[src/rtl/dac_spi_arbiter.sv]
`default_nettype none
// ============================================================================
// Module  : dac_spi_arbiter
// Purpose : Two-requester arbiter in front of one shared SPI master.
//           Optional macro DAC_SPI_ARBITER_ROUND_ROBIN_EN selects round-robin
//           arbitration; fixed priority (requester 0 wins) otherwise.
// Rev     : 1.0  initial release
// ============================================================================
module dac_spi_arbiter #(
  parameter int WID = 24
) (
  input  logic           clk,
  input  logic           rst,
  input  logic           arm0,
  input  logic           arm1,
  input  logic [WID-1:0] to_slave0,
  input  logic [WID-1:0] to_slave1,
  output logic [WID-1:0] from_slave0,
  output logic [WID-1:0] from_slave1,
  output logic           finished0,
  output logic           finished1,
  output logic           mst_arm,
  output logic [WID-1:0] mst_to_slave,
  input  logic [WID-1:0] mst_from_slave,
  input  logic           mst_finished,
  output logic [1:0]     grant,
  output logic           busy
);

  typedef enum logic [1:0] {
    IDLE = 2'd0,
    XFER = 2'd1,
    DONE = 2'd2
  } state_t;

  state_t         state, state_nxt;
  logic           owner, owner_nxt;
  logic           prio, prio_nxt;
  logic           arm_nxt;
  logic [WID-1:0] to_nxt, from0_nxt, from1_nxt;
  logic [1:0]     grant_nxt;
  logic           fin0_nxt, fin1_nxt;
  logic           winner;
  logic           owner_arm;

  assign owner_arm = owner ? arm1 : arm0;
  assign busy      = (state != IDLE);

`ifdef DAC_SPI_ARBITER_ROUND_ROBIN_EN
  // prio names the requester that wins a tie; it flips to the loser on every grant
  assign winner = (arm0 && arm1) ? prio : arm1;
`else
  assign winner = !arm0;
`endif

  always_comb begin
    state_nxt = state;
    owner_nxt = owner;
    prio_nxt  = prio;
    arm_nxt   = mst_arm;
    to_nxt    = mst_to_slave;
    from0_nxt = from_slave0;
    from1_nxt = from_slave1;
    grant_nxt = grant;
    fin0_nxt  = finished0;
    fin1_nxt  = finished1;
    case (state)
      IDLE: begin
        // a stale mst_finished from an aborted transfer blocks new grants
        if ((arm0 || arm1) && !mst_finished) begin
          owner_nxt = winner;
          prio_nxt  = !winner;
          arm_nxt   = 1'b1;
          to_nxt    = winner ? to_slave1 : to_slave0;
          grant_nxt = winner ? 2'b10 : 2'b01;
          state_nxt = XFER;
        end
      end
      XFER: begin
        if (mst_finished) begin
          arm_nxt = 1'b0;
          if (owner) begin
            from1_nxt = mst_from_slave;
            fin1_nxt  = arm1;
          end else begin
            from0_nxt = mst_from_slave;
            fin0_nxt  = arm0;
          end
          state_nxt = DONE;
        end
      end
      DONE: begin
        if (!owner_arm && !mst_finished) begin
          fin0_nxt  = 1'b0;
          fin1_nxt  = 1'b0;
          grant_nxt = 2'b00;
          state_nxt = IDLE;
        end
      end
      default: state_nxt = IDLE;
    endcase
  end

  always_ff @(posedge clk) begin
    if (rst) begin
      state        <= IDLE;
      owner        <= 1'b0;
      prio         <= 1'b0;
      mst_arm      <= 1'b0;
      mst_to_slave <= '0;
      from_slave0  <= '0;
      from_slave1  <= '0;
      grant        <= 2'b00;
      finished0    <= 1'b0;
      finished1    <= 1'b0;
    end else begin
      state        <= state_nxt;
      owner        <= owner_nxt;
      prio         <= prio_nxt;
      mst_arm      <= arm_nxt;
      mst_to_slave <= to_nxt;
      from_slave0  <= from0_nxt;
      from_slave1  <= from1_nxt;
      grant        <= grant_nxt;
      finished0    <= fin0_nxt;
      finished1    <= fin1_nxt;
    end
  end

endmodule
`default_nettype wire

[config.mk]
export PLATFORM = sky130hd
export DESIGN_NAME = dac_spi_arbiter
export DESIGN_NICKNAME = d
export VERILOG_FILES = /design/src/rtl/dac_spi_arbiter.sv
export SDC_FILE = /design/constraint.sdc
export NUM_CORES = 1
export LEC_CHECK = 0
export CAP_MARGIN = 20
export CORE_MARGIN = 5
export CORE_UTILIZATION = 41
export CTS_CLUSTER_SIZE = 24
export DETAILED_ROUTE_END_ITERATION = 10
export PLACE_DENSITY = 0.84
export SYNTH_ARGS = -nofsm -noshare
export SYNTH_HDL_FRONTEND = slang
export SYNTH_SLANG_ARGS = --single-unit
[constraint.sdc]
create_clock -name clk -period 2.1 [get_ports clk]
set_input_delay 0.42 -clock clk [delete_from_list [all_inputs] [get_ports clk]]
set_output_delay 0.42 -clock clk [all_outputs]
set_load 0.01 [all_outputs]
# Word-level counts from Yosys, hierarchy flattened
# Index checks and enable logic that the tools add are counted.
# Widths: inputs -> output; s select.
[word_totals]
ff_bits = 80
output_inout_bits = 78
word_cells = 55
[op_classes]
eq_ne = 7
mux = 19
bitwise_logic = 1
reduce_logical = 19
[ops]
columns = ["op", "count"]
rows = [
  ["$mux 24", 1],
  ["$reduce_and 3->1", 5],
  ["$mux 2", 5],
  ["$ne 2x2->1 const B", 5],
  ["$mux 1", 8],
  ["$reduce_and 4->1", 2],
  ["$reduce_bool 2->1", 4],
  ["$pmux 1 s2", 3],
  ["$pmux 2 s3", 1],
  ["$pmux 2 s2", 1],
  ["$logic_not 1->1", 3],
  ["$eq 2x1->1 const B", 1],
  ["$eq 2x2->1 const B", 1],
  ["$logic_and 1x1->1", 2],
  ["$logic_not 2->1", 1],
  ["$reduce_and 2->1", 1],
  ["$logic_or 1x1->1", 1],
  ["$not 1->1", 1],
]

# Depth between registers and ports, before layout
# Gate-level depths: netlist of run 1.
[logic_depth]
word_depth = 5
mapped_depth = 7
mapped_depth_nobuf = 3

# Worst setup path after synthesis of run 1
# No wires, ideal clock.
[synth_timing]
path_type = "in2reg"
startpoint = "input port mst_finished"
endpoint = "register mst_to_slave[10]"
arrival_time_ns = 1.479
t_required_ns = 1.979
setup_slack_ns = 0.499
cell_stages = 6
n_path_buf = 3
cell_sequence = "buf_2 or4b_4 buf_6 buf_8 o21ai_1 a211oi_2"
[synth_between]
elab_chain_cells = 3
[synth_rtl]
columns = ["item", "line", "rtl"]
rows = [
  ["start, declared", "25", "input logic mst_finished,"],
  ["$logic_not 1->1", "70", "if ((arm0 || arm1) && !mst_finished) begin"],
  ["$logic_and 1x1->1", "70", ""],
  ["$reduce_and 2->1 (no line)", "-", ""],
  ["end signal, assigned", "121", "mst_to_slave <= to_nxt;"],
  ["end, declared", "23", "output logic [WID-1:0] mst_to_slave,"],
]
# No other way between the ends.
# A chain may end at the register's enable or synchronous reset.

# Final worst setup path of run 1
[layout_timing]
startpoint = "register state[1]"
endpoint = "output port busy"
[layout_between]
elab_chain_cells = 1
[layout_rtl]
columns = ["item", "line", "rtl"]
rows = [
  ["start, declared", "36", "state_t state, state_nxt;"],
  ["start signal, assigned", "117", "state <= state_nxt;"],
  ["$reduce_bool 2->1", "47", "assign busy = (state != IDLE);"],
  ["end, declared", "27", "output logic busy"],
]
# No other way between the ends.

==> summary.txt, run 1 <==
Outcome
  – Outcome: finished, final reports clean

Synthesis
  – Syn Inst Count: 389
  – Synthesized area: approximately 0.0033 mm²
  – Post-Syn Nets: between 400 and 500
  – Seq/Total Area, Yosys: 0.484
  – Synth unique cells: 32
  – Synth Register Bits: 80
  – Synth warn: 0
  – Average size of a mapped cell: between 8 and 9 µm²

Timing
  – Fin crit period: 1.95 ns
  – Crit share post-route: 0.930
  – Clock skew: approximately 0.016 ns
  – Highest clock rate: between 500 and 600 MHz
  – Final Max Tran Viols: 0
  – Hold Fails Final Rpt: 0
  – Setup TNS: 0 ns
  – Rel. slew slack: 0.720
  – # setup viols final: 0
  – Slew @ Worst Pin: 0.420 ns
  – RSZ-0062 raised after global routing: false

Clock tree
  – Clk_lat worst skew: ~0.34 ns
  – Num CTS Buffers: 9
  – Clk slew on worst S/H paths: 0.08 ns
  – Clk sinks: 80
  – Root buffer cell: clkbuf_8
  – H-tree Lvls: 3
  – CTS Hold Bufs: 0
  – TritonCTS clock tree: done
  – Post_cts resized: 0
  – Clk buf depth: 2
  – Post-CTS Setup Inserts: 0

Critical path
  – Crit path DAT: approximately 1.5 ns
  – Critical path required time: ~1.7 ns
  – R2r endpoint: grant[0]$_SDFFE_PP0P_
  – FF-to-FF Start: state[1]$_SDFFE_PP0P_
  – Crit path kind: flip-flop to output port
  – Crit-path max FO: 9
  – R2R Setup Slk: 0.44 ns
  – Startpoint type of the worst setup path: flip-flop
  – R2R depth: 4
  – Crit end category: output port

Placement
  – Hpwl dp: approximately 7.3 mm
  – Buffers added on ports: about 150
  – RD Place Congestion: 0.806
  – Placed Cells: roughly 620

Global routing
  – Vias in the first global route: approximately 3300
  – GRT Total Usage: 0.196
  – Antenna violations before repair: 0
  – First-pass GRT wire length: roughly 16 mm
  – GRT overflow: 0
  – Largest net degree at the start of global routing: 41

Routing
  – Remaining DRCs: 0
  – Vias: between 3000 and 4000
  – Vias/cell: 5.06
  – Antenna Nets Post-Route: 0
  – Drt initial violations: roughly 200
  – Final WL: 10.1 mm
  – DR WL/cell: between 15 and 20 µm
  – DR pass1 iterations: 4

Final layout
  – Layout cells sized above 1: 0.125
  – Filler cell count in the final layout: a little under 700
  – ANT cells: 0
  – Fin util: 0.652
  – Layout area overhead: 54.0%
  – Non-Filler Instances: ~640
  – Final #Nets: about 600

Floorplanning
  – Rows: 32
  – Die Footprint: approximately 0.01 mm²
  – Chip Height: between 90 and 100 µm
  – Ports: roughly 160
  – Initial Util: 0.424
  – Die width: between 90 and 100 µm
  – Core Region: a little under 0.008 mm²

Min path
  – Worst hold path type: flip-flop to flip-flop
  – Hold EP: from_slave0[3]$_SDFFE_PP0P_
  – Min-delay src: from_slave0[3]$_SDFFE_PP0P_
  – Hold Path Stages: 2

Pwr
  – Leakage: around 1.7 nW
  – P_sw: 919 µW
  – Gate power share: 0.188
  – Sw frac: 0.269
  – Clock network power share: 0.334
  – Power Dens Cells: around 670 mW/mm²
  – Internal cell power: around 2.5 mW
  – Register share of total power: 0.478
  – Maximum VDD drop: between 0.4 and 0.5 mV

Job
  – Max-Cap Viols: 0
==> worst max-delay path, stage by stage (launching register included) <==
cell	delay, ns
dfxtp_1	0.51
nor2_2	0.08
inv_1	0.06
clkdlybuf4s50_1	0.55
==> stage by stage <==
stage / setup WS [ns] / total power [mW] / hold WS (ns) / cell area [µm²]
after floorplan: 0.499 / 1.97 / 0.481 / 3310
final: 0.148 / 3.42 / 0.457 / 5090
after global routing: 0.0671 / 3.58 / 0.470 / 5090
after detailed placement: 0.0774 / 2.31 / 0.448 / 4890
after CTS: 0.123 / 3.46 / 0.459 / 5090
after global placement: 0.108 / 2.30 / 0.442 / 4890
==> worst max path at each step <==
stage / depth (start not counted) / startpoint / slack, ns / to
after floorplan: 6 / mst_finished / 0.50 / mst_to_slave[10]$_SDFFE_PP0P_
after global placement: 4 / arm0 / 0.11 / mst_to_slave[4]$_SDFFE_PP0P_
after detailed placement: 4 / arm0 / 0.08 / mst_to_slave[8]$_SDFFE_PP0P_
after CTS: 3 / state[1]$_SDFFE_PP0P_ / 0.12 / busy
after global routing: 3 / state[1]$_SDFFE_PP0P_ / 0.07 / busy
final: 3 / state[1]$_SDFFE_PP0P_ / 0.15 / busy
==> state kept, by name, indices dropped and copies added, names as in the netlist <==
| register | cells |
|---|---|
| state | 2 |
| grant | 2 |
| finished1 | 1 |
| mst_to_slave | 24 |
| from_slave1 | 24 |
| mst_arm | 1 |
| finished0 | 1 |
| from_slave0 | 24 |
| owner | 1 |
==> power groups by stage <==
stage / combinational, mW / sequential (mW) / clock (mW)
final: 0.643 / 1.63 / 1.14
after global routing: 0.688 / 1.64 / 1.25
after CTS: 0.646 / 1.63 / 1.18
after detailed placement: 0.645 / 1.67 / 0
after global placement: 0.632 / 1.67 / 0
after floorplan: 0.280 / 1.69 / 0
==> final cells by class <==
class	instances	area, µm²	share of cell area
Timing Repair Buffer	166	1650	0.324
Sequential cell	80	1600	0.314
Multi-Input combinational cell	269	1490	0.293
Tap cell	102	128	0.0251
Clock buffer	9	124	0.0243
Clock inverter	7	77.6	0.0152
Inverter	5	18.8	0.00369
==> cells by family after synthesis <==
group | count (synthesis) | synth area share
AO/OA/AOI/OAI | 130 | 0.267
buffers and inverters | 40 | 0.0692
flip-flops | 80 | 0.484
multiplexers | 1 | 0.00340
AND/OR/NAND/NOR | 138 | 0.176
==> cells in the mapped netlist <==
library cell / count / area (µm²)
a21oi_1: 75 / 375
nand3_1: 3 / 15.0
o21ai_0: 1 / 5.00
buf_2: 12 / 60.1
o21ba_1: 1 / 10.0
o41ai_1: 2 / 17.5
and2b_1: 1 / 7.51
nand4bb_1: 1 / 11.3
nor3b_1: 1 / 7.51
nor2_2: 1 / 6.26
and4b_1: 1 / 10.0
mux2_2: 1 / 11.3
a211oi_1: 4 / 30.0
o41ai_2: 1 / 16.3
buf_8: 1 / 15.0
o32ai_1: 1 / 8.76
inv_1: 5 / 18.8
a211oi_2: 20 / 250
clkbuf_1: 15 / 56.3
nand2_1: 99 / 372
nand3b_1: 1 / 7.51
buf_6: 7 / 78.8
dfxtp_1: 80 / 1600
or3b_2: 1 / 8.76
and2_4: 1 / 8.76
or4b_4: 1 / 13.8
o21ai_1: 13 / 65.1
nor2_1: 25 / 93.8
nand4b_1: 1 / 8.76
o21ai_2: 11 / 96.3
o211a_1: 1 / 10.0
nor4bb_1: 1 / 10.0
==> per-layer routing <==
layer | global-route usage | share of wire | up-vias | routed length [µm]
li1 | - | - | 1604 | -
met1 | 0.230 | 0.41 | 1506 | 4180
met2 | 0.345 | 0.52 | 99 | 5230
met3 | 0.0368 | 0.041 | 18 | 418
met4 | 0.0903 | 0.026 | 0 | 261
met5 | 0 | 0 | - | 0
==> layout by cell type (no fill, tap or decap), types with 2 or more instances in the layout <==
| cell type | instances |
|---|---|
| o21ai_1 | 13 |
| clkbuf_8 | 9 |
| a211oi_2 | 20 |
| buf_12 | 2 |
| buf_4 | 10 |
| clkinv_4 | 2 |
| o41ai_1 | 2 |
| nor2_1 | 25 |
| inv_1 | 5 |
| a211oi_1 | 4 |
| clkdlybuf4s50_1 | 153 |
| inv_6 | 2 |
| a21oi_1 | 75 |
| o21ai_2 | 11 |
| nand2_1 | 99 |
| nand3_1 | 3 |
| dfxtp_1 | 80 |
No activity file was read; power rests on OpenSTA's default activity.
==> inputs of run 2 (changes only) <==
- RECOVER_POWER: not set -> 25
==> summary.txt, run 2 (synthesized netlist as in run 1, its figures left out) <==
Placement
  – Post-placement cell area: 0.00489 mm² (unchanged)
  – Buffers added on ports: 154 (unchanged)
  – Hpwl dp: 7.29 mm (unchanged)
  – RD Place Congestion: 0.806 (unchanged)
  – Setup WS pre-CTS: 0.0774 ns (unchanged)

Timing
  – Clock skew: 0.0157 ns (was 0.0164 ns)
  – RSZ-0062 raised after global routing: false (unchanged)
  – Final Max Tran Viols: 0 (unchanged)
  – Crit share post-route: 0.921 (was 0.930)
  – Slew @ Worst Pin: 0.566 ns (was 0.420 ns)
  – Final WS setup: 0.167 ns (was 0.148 ns)
  – Setup TNS: 0 ns (unchanged)
  – Rel. slew slack: 0.623 (was 0.720)
  – Highest clock rate: 517 MHz (was 512 MHz)
  – Fin crit period: 1.93 ns (was 1.95 ns)
  – # setup viols final: 0 (unchanged)
  – Hold Fails Final Rpt: 0 (unchanged)

Floorplanning
  – Core Region: 0.00781 mm² (unchanged)
  – Die Footprint: 0.00996 mm² (unchanged)
  – Initial Util: 0.424 (unchanged)
  – Chip Height: 99.8 µm (unchanged)
  – Rows: 32 (unchanged)
  – Die width: 99.8 µm (unchanged)
  – Ports: 155 (unchanged)

Routing
  – Final WL: 10.1 mm (about the same)
  – Antenna Nets Post-Route: 0 (unchanged)
  – Drt initial violations: 212 (was 204)
  – Vias: 3226 (was 3227)
  – DR WL/cell: 15.8 µm (about the same)
  – Remaining DRCs: 0 (unchanged)
  – DR pass1 iterations: 4 (unchanged)
  – Vias/cell: 5.06 (about the same)

Global routing
  – GRT Total Usage: 0.196 (unchanged)
  – Vias in the first global route: 3273 (unchanged)
  – First-pass GRT wire length: 15.9 mm (unchanged)
  – Antenna violations before repair: 0 (unchanged)
  – GRT overflow: 0 (unchanged)
  – Largest net degree at the start of global routing: 41 (unchanged)

Critical path
  – Crit path kind: flip-flop to output port (unchanged)
  – Delay-heaviest family, CP: buffers and inverters (unchanged)
  – Crit-path max FO: 9 (unchanged)
  – Crit path max-delay cell type: clkdlybuf4s50_1 (unchanged)
  – Startpoint type of the worst setup path: flip-flop (unchanged)
  – Crit path DAT: 1.51 ns (was 1.53 ns)
  – Cell Chain, Critical Path: nor2_1 -> inv_1 -> clkdlybuf4s50_1 (was nor2_2 -> inv_1 -> clkdlybuf4s50_1)
  – CP max stage delay: 0.54 ns (was 0.55 ns)
  – Critical path required time: 1.68 ns (about the same)
  – CP bufs+invs: 2 (unchanged)
  – Crit end category: output port (unchanged)

Clock tree
  – TritonCTS clock tree: done (unchanged)
  – Root buffer cell: clkbuf_8 (unchanged)
  – Clk buf depth: 2 (unchanged)
  – Clk sinks: 80 (unchanged)
  – Num CTS Buffers: 9 (unchanged)
  – Post_cts resized: 0 (unchanged)
  – Clk_lat worst skew: 0.35 ns (was 0.34 ns)
  – Post-CTS Setup Inserts: 0 (unchanged)
  – CTS Hold Bufs: 0 (unchanged)
  – H-tree Lvls: 3 (unchanged)
  – Clk slew on worst S/H paths: 0.08 ns (about the same)

Pwr
  – Leakage: 1.73 nW (was 1.75 nW)
  – Maximum VDD drop: 0.466 mV (was 0.465 mV)
  – Power Dens Cells: 674 mW/mm² (was 671 mW/mm²)

Outcome
  – Outcome: finished, final reports clean (unchanged)

Min path
  – Worst hold path type: flip-flop to flip-flop (unchanged)

Final layout
  – Commonest non-fill, non-tap cell in the layout: clkdlybuf4s50_1 (unchanged)
  – Most frequent cells in the layout: clkdlybuf4s50_1 (152), nand2_1 (99), dfxtp_1 (80) (was clkdlybuf4s50_1 (153), nand2_1 (99), dfxtp_1 (80))
  – Layout cells sized above 1: 0.119 (was 0.125)
  – ANT cells: 0 (unchanged)
  – Final #Nets: 608 (unchanged)
  – Top Registers: from_slave0 x24, from_slave1 x24, mst_to_slave x24 (unchanged)
  – Final non-filler cell area: 0.00506 mm² (was 0.00509 mm²)
  – Layout area overhead: 52.9% (was 54.0%)

Job
  – Max-Cap Viols: 0 (unchanged)
## run 2: layout make-up
| type | count | area (µm²) |
|---|---|---|
| Inverter | 5 | 18.8 |
| Timing Repair Buffer | 166 | 1630 |
| Multi-Input combinational cell | 269 | 1480 |
| Fill cell | 686 | 2750 |
| Sequential cell | 80 | 1600 |
| Clock inverter | 7 | 77.6 |
| Clock buffer | 9 | 124 |
| Tap cell | 102 | 128 |
## run 2: per-layer routing
metal / vias to the layer above / global-route usage / share of wire
met5: - / 0 / 0
li1: 1604 / - / -
met4: 0 / 0.0903 / 0.027
met1: 1501 / 0.230 / 0.41
met2: 102 / 0.345 / 0.52
met3: 19 / 0.0368 / 0.044
## run 2: path summary, 6_finish.rpt
check	endpoint	slack, ns	from	cells past startpoint
min reg2reg	from_slave0[3]$_SDFFE_PP0P_	0.46	from_slave0[3]$_SDFFE_PP0P_	2
max reg2reg	grant[0]$_SDFFE_PP0P_	0.22	state[1]$_SDFFE_PP0P_	4
min	from_slave0[3]$_SDFFE_PP0P_	0.46	from_slave0[3]$_SDFFE_PP0P_	2
max	busy	0.17	state[1]$_SDFFE_PP0P_	3
## run 2: through the flow
step                instances  hold WS, ns  power, mW  utilization
finish                    638        0.458       3.41        0.648
global route              638        0.470       3.57        0.648
CTS                       638        0.459       3.46        0.652
detailed placement        622        0.448       2.31        0.626
global placement          622        0.442       2.30        0.626
floorplan                 389        0.481       1.97            -
## run 2: tightest hold or removal path: cells and delay by family (launching register included)
| kind | cells | cell delay (ns) |
|---|---|---|
| flops | 1 | 0.32 |
| simple gates | 1 | 0.05 |
| compound gates | 1 | 0.05 |
## run 2: power breakdown
group          switching [mW]  internal (mW)  total (mW)
Sequential             0.0442           1.59        1.63
Combinational           0.292          0.344       0.636
Clock                   0.580          0.559        1.14
Total                   0.916           2.49        3.41
